`src/rtl/button_event_detector.sv`:
```
// Turns a debounced switch level into press / short-release / long / long-release pulses plus a held level.
// Define BUTTON_EVENT_AUTO_REPEAT_EN to enable periodic o_Repeat pulses while a long press is held.
module button_event_detector #(
  parameter int c_LONG_CYCLES   = 100000000,
  parameter int c_REPEAT_CYCLES = 20000000
) (
  input  logic i_Clk,
  input  logic i_Rst_L,
  input  logic i_Switch,
  output logic o_Press,
  output logic o_Short_Rel,
  output logic o_Long,
  output logic o_Long_Rel,
  output logic o_Repeat,
  output logic o_Held
);

  localparam int c_CNT_MAX = (c_LONG_CYCLES > c_REPEAT_CYCLES) ? c_LONG_CYCLES : c_REPEAT_CYCLES;
  localparam int c_CNT_W   = $clog2(c_CNT_MAX) + 1;
  localparam logic [c_CNT_W-1:0] c_LONG_LAST = c_CNT_W'(c_LONG_CYCLES - 1);
`ifdef BUTTON_EVENT_AUTO_REPEAT_EN
  localparam logic [c_CNT_W-1:0] c_REPEAT_LAST = c_CNT_W'(c_REPEAT_CYCLES - 1);
`endif

  typedef enum logic [1:0] {
    IDLE,
    PRESSED,
    LONG
  } state_t;

  state_t state, state_next;
  logic [c_CNT_W-1:0] cnt, cnt_next;
  logic press_next, short_rel_next, long_next, long_rel_next;
`ifdef BUTTON_EVENT_AUTO_REPEAT_EN
  logic repeat_next;
`endif

  always_comb begin
    state_next     = state;
    cnt_next       = cnt;
    press_next     = 1'b0;
    short_rel_next = 1'b0;
    long_next      = 1'b0;
    long_rel_next  = 1'b0;
`ifdef BUTTON_EVENT_AUTO_REPEAT_EN
    repeat_next    = 1'b0;
`endif
    case (state)
      IDLE: begin
        if (i_Switch) begin
          state_next = PRESSED;
          press_next = 1'b1;
          cnt_next   = '0;
        end
      end
      PRESSED: begin
        // A release on the threshold edge is reported as short, never long
        if (!i_Switch) begin
          state_next     = IDLE;
          short_rel_next = 1'b1;
          cnt_next       = '0;
        end else if (cnt == c_LONG_LAST) begin
          state_next = LONG;
          long_next  = 1'b1;
          cnt_next   = '0;
        end else begin
          cnt_next = cnt + 1'b1;
        end
      end
      LONG: begin
        if (!i_Switch) begin
          state_next    = IDLE;
          long_rel_next = 1'b1;
          cnt_next      = '0;
        end else begin
`ifdef BUTTON_EVENT_AUTO_REPEAT_EN
          if (cnt == c_REPEAT_LAST) begin
            repeat_next = 1'b1;
            cnt_next    = '0;
          end else begin
            cnt_next = cnt + 1'b1;
          end
`else
          cnt_next = '0;
`endif
        end
      end
      default: begin
        state_next = IDLE;
        cnt_next   = '0;
      end
    endcase
  end

  always_ff @(posedge i_Clk or negedge i_Rst_L) begin
    if (!i_Rst_L) begin
      state       <= IDLE;
      cnt         <= '0;
      o_Press     <= 1'b0;
      o_Short_Rel <= 1'b0;
      o_Long      <= 1'b0;
      o_Long_Rel  <= 1'b0;
      o_Held      <= 1'b0;
    end else begin
      state       <= state_next;
      cnt         <= cnt_next;
      o_Press     <= press_next;
      o_Short_Rel <= short_rel_next;
      o_Long      <= long_next;
      o_Long_Rel  <= long_rel_next;
      o_Held      <= (state_next != IDLE);
    end
  end

`ifdef BUTTON_EVENT_AUTO_REPEAT_EN
  always_ff @(posedge i_Clk or negedge i_Rst_L) begin
    if (!i_Rst_L) begin
      o_Repeat <= 1'b0;
    end else begin
      o_Repeat <= repeat_next;
    end
  end
`else
  assign o_Repeat = 1'b0;
`endif

endmodule

```
`config.mk`:
```
export PLATFORM = sky130hd
export DESIGN_NAME = button_event_detector
export DESIGN_NICKNAME = d
export VERILOG_FILES = /design/src/rtl/button_event_detector.sv
export SDC_FILE = /design/constraint.sdc
export NUM_CORES = 1
export LEC_CHECK = 0
export ABC_CLOCK_PERIOD_IN_PS = 1800
export BUFFER_PORTS_ARGS = -buffer_cell sky130_fd_sc_hd__buf_4
export CAP_MARGIN = 20
export CORE_ASPECT_RATIO = 1.75
export CORE_UTILIZATION = 54
export CTS_CLUSTER_SIZE = 8
export DETAILED_ROUTE_END_ITERATION = 8
export GPL_ROUTABILITY_DRIVEN = 0
export GPL_TIMING_DRIVEN = 0
export PLACE_DENSITY = 0.74
export RECOVER_POWER = 100
export SLEW_MARGIN = 5
export SYNTH_ARGS = -nofsm -noshare
export SYNTH_HDL_FRONTEND = slang
export SYNTH_SLANG_ARGS = --single-unit
```
`constraint.sdc`:
```
create_clock -name i_Clk -period 1.8 [get_ports i_Clk]
set_input_delay 0.18 -clock i_Clk [delete_from_list [all_inputs] [get_ports i_Clk]]
set_output_delay 0.18 -clock i_Clk [all_outputs]
set_load 0.05 [all_outputs]
```
* Word level (Yosys, flattened, before mapping)
Index checks and enable logic that the tools add are counted.
** Word-level totals
- Register bits after elaboration :: 35
- Bits of input ports :: 3
- Output and inout port bits :: 6
- Logic and storage cells :: 31
** Cells by class
- Add/sub/neg operators :: 1
- Eq/ne operators :: 4
- Mux-type cells :: 17
- Reduce and logical (&&, ||, !) cells :: 2
** Operators with widths (number)
- 28-bit two-way mux :: 3
- 28-bit case mux with 2 select lines :: 1
- 28-bit by 1-bit adder with 28-bit output (second input constant) :: 1
- 28-bit by 27-bit equality test with 1-bit output (second input constant) :: 1
- 1-bit two-way mux :: 8
- 2-bit two-way mux :: 4
- 2-bit case mux with 3 select lines :: 1
- 2-bit by 1-bit equality test with 1-bit output (second input constant) :: 1
- 2-bit equality test (second input constant) :: 1
- 2-bit logical NOT :: 1
- 2-bit inequality test (second input constant) :: 1
- 2-bit nonzero test :: 1

* Depth between registers and ports, before layout
- Depth after elaboration :: 5
- Depth in mapped cells :: 7
- Depth with buffers taken out :: 6

* Worst setup path after synthesis
Ideal clock, no wire load.
- Path kind :: register -> register
- Start :: register cnt[0]
- End :: register cnt[23]
- Setup time :: 0.069 ns
- Data arrival time :: 1.618 ns
- Data required time :: 1.731 ns
- Setup slack :: 0.113 ns
- Cell stages (with the launch flop) :: 7
- Path buffers :: 0
- Cell sequence :: dfrtp_1 ha_1 nand4_1 nor2_2 a31o_4 or4_1 nand3_1
** On the way
- Word-level cells in the longest chain between the ends :: 4
- Elaborated cells between the ends (all ways) :: 5
- Classes of those cells :: add/sub (1); eq/ne (1); mux (3)
** RTL lines
- start: declaration :: RTL line 32 : logic [c_CNT_W-1:0] cnt, cnt_next;
- start signal: assignment :: RTL line 106 : cnt <= cnt_next;
- 28-bit by 1-bit adder with 28-bit output or 28-bit by 27-bit equality test with 1-bit output (tied branches) :: RTL line 67, 62
- 28-bit two-way mux * :: RTL line 62 : end else if (cnt == c_LONG_LAST) begin
- 28-bit two-way mux * :: RTL line 58 : if (!i_Switch) begin
- 28-bit case mux with 2 select lines * :: RTL line 48 : case (state)
Every way passes the cells marked *; elsewhere a longest branch is shown, timed or not.
A chain may end at the register's enable or synchronous reset.

* Worst setup path after layout
- Start :: register cnt[0]
- End :: register cnt[14]
Same word-level chain as after synthesis.

==> reports/metrics.yaml <==
drt:
  totalWireLength_um: 4380
  antenna_left: 0
  drtIter0Drc: 49
  vias: 1602
  viasPerCell: 6.00
  dr.pass1.iters: 4
  drcViolationCount: 0
  wl_per_cell_um: 16.4
sta:
  hold_violations: 0
  drv_slew: 0
  fmax_mhz: 567
  final.min_clock_period_ns: 1.76
  finalSetupViolations: 0
  max_slew_margin_pct: 42.8
  rsz0062_at_grt: "yes"
  tightest_slew_ns: 0.858
  min_period_over_period_pct: 98.0
  skew_ns: 0.00865
synth:
  async_flop_share_pct: 100
  yosys.area.top_type: "dfrtp_1"
  synth.yosys.seq_area_share_pct: 46.8
  syn_inst: 189
  ys_types: 53
  synth.cell_area_mm2: 0.00187
  synth_fp_nets: 193
  synth_area_per_cell_um2: 9.90
  synth_top_area_share_pct: 46.8
  yosys-top-cells-area: "dfrtp_1 47%, xor2_1 4.7%, nor2_1 4.2%"
  synth_edf_count: 0
  synth_ff_type: "dfrtp_1"
  ys_ff_latch: 35
  yosysWarnings: 0
cells_and_area:
  fin_cells: 267
  drive_gt1_share_pct: 31.5
  final_common_cell: "dfrtp_1"
  n_fill_cell: 248
  nets: 226
  n_antenna_cell: 0
  multiInputGateArea_mm2: 0.00104
  area_delta_synth_final_pct: 24.0
  area.sequential_um2: 887
  final_cell_mix: "26 x dfrtp_1, 19 x nor2_1, 19 x buf_4"
  stdcell_area_mm2: 0.00232
worst_setup_path:
  cp-start-kind: "register"
  crit_start: "cnt[0]"
  cp.arrival_ns: 1.94
  rr_worst_depth: 7
  critPathKind: "register to register"
  regToRegStartpoint: "cnt[0]"
  cp_max_fo: 6
  crit_required_ns: 1.97
  critPathCaptureType: "register"
grt:
  gr-total-overflow: 0
  grt.total_usage_pct: 26.0
  grt_antenna_before_repair: 0
  grt_pass1_wl_um: 6980
  grt_max_degree: 36
  grt_pass1_vias: 1547
worst_hold_path:
  holdPathStages: 2
  hp-start: "i_Switch"
  min_path_type: "input pin to register"
floorplan:
  die_area_mm2: 0.00372
  rows: 28
  core-area_mm2: 0.00333
  initial_core_util_pct: 56.2
  die_h_um: 79.9
  dieWidth_um: 46.5
  ios: 9
placed_design:
  dp_cells: 241
  hpwl_um: 2850
  portBuffers: 7
  placed_area_mm2: 0.00198
clock_tree:
  clkSinkCount: 35
  cts_root_buffer: "clkbuf_8"
  cts_buffers: 5
  clkTransAtPathRegs_ns: 0.07
  cts_tree: "built"
  cts_buffer_depth: 2
  clock_latency_ns: 0.29
  htree_num_levels: 2
flow_run:
  cap_violations: 0
outcome:
  outcome: "finished, final reports clean"
power_and_ir_drop:
  p_per_area_mw_per_mm2: 648
  ir_worst_vdd_mv: 0.744
  leakage_nw: 1.01
## synthesized netlist by cell type (3+ instances only)
library cell / instances
nor3_1: 6
and3_1: 4
buf_2: 5
nand3_1: 13
o21ai_0: 6
dfrtp_1: 35
xor2_1: 10
xnor2_1: 3
a31oi_1: 8
nand2_1: 16
a21o_1: 4
a22o_1: 3
nand4_1: 7
and2_1: 3
nor2_1: 21
## worst max-delay path, cell delays in order, from the launching register on
cell and delay (ns):
dfrtp_1 0.43, ha_4 0.17, nand4_1 0.17, buf_4 0.20, nor3_4 0.30, nand3_1 0.13, xor2_1 0.18, nor2_1 0.05
## what timing repair did
action | CTS | global route
hold endpoints to repair | 35 | 0
pin swaps | 4 | 8
setup buffers | 6 | 12
gates resized for setup | 12 | 22
setup endpoints to repair | 18 | 23
hold buffers | 1 | 0
## routing by layer
metal	vias up	track usage (%)	share of wire (%)
met2	61	44.4	56
li1	748	-	-
met3	9	4.98	4.7
met5	-	0	0
met4	0	12.6	2.3
met1	784	29.0	37
## where the power goes
group,switching (mW),internal [mW]
combinational,0.0846,0.0473
clock,0.269,0.300
sequential,0.00753,0.795
total,0.361,1.14
## layout make-up
type                    instances  share of cell area (%)
plain buffers                   8                    2.59
clock buffers                   6                    3.56
clock inverters                 1                   0.216
inverters                       2                   0.323
multi-input cells             144                    44.9
flip-flops and latches         35                    38.2
well taps                      45                    2.43
repair buffers                 26                    7.76
## path summary, 6_finish.rpt
path                          endpoint  slack, ns
min reg2reg                    cnt[26]       0.51
min                        o_Short_Rel       0.11
min in group asynchronous       cnt[2]       0.53
max in group asynchronous      cnt[22]       0.67
max reg2reg                    cnt[14]       0.04
max                            cnt[14]       0.04
## per-stage QoR
step                util, %  setup WS [ns]  hold WS (ns)  TNS, ns  power [mW]
floorplan                 -          0.113        -0.116        0       0.878
global placement       59.5        -0.0648         0.144   -0.687       0.915
detailed placement     59.5         -0.122         0.154    -1.44       0.921
CTS                    65.5        0.00672        0.0947        0        1.51
global route           69.7        -0.0374         0.117   -0.158        1.56
finish                 69.7         0.0355         0.111        0        1.50
## flip-flops by register name, indices dropped and copies added (netlist names)
register and flops:
cnt 28, o_Press 1, o_Short_Rel 1, state 2, o_Long 1, o_Held 1, o_Long_Rel 1
## cell families (layout without fill, tap and decap cells)
| kind of cell | count (synthesis) | count (layout) | share of synthesized area [%] |
|---|---|---|---|
| and+or+nand+nor | 94 | 94 | 28.8 |
| DFF | 35 | 35 | 46.8 |
| AOI/OAI and AO/OA | 34 | 34 | 14.0 |
| xor gates and xnor gates | 13 | 13 | 6.08 |
| buffers and inverters | 10 | 43 | 2.94 |
| adders and majority gates | 1 | 1 | 0.668 |
| other | 1 | 1 | 0.200 |
| muxes | 1 | 1 | 0.535 |
(Power assumes the default switching activity.)
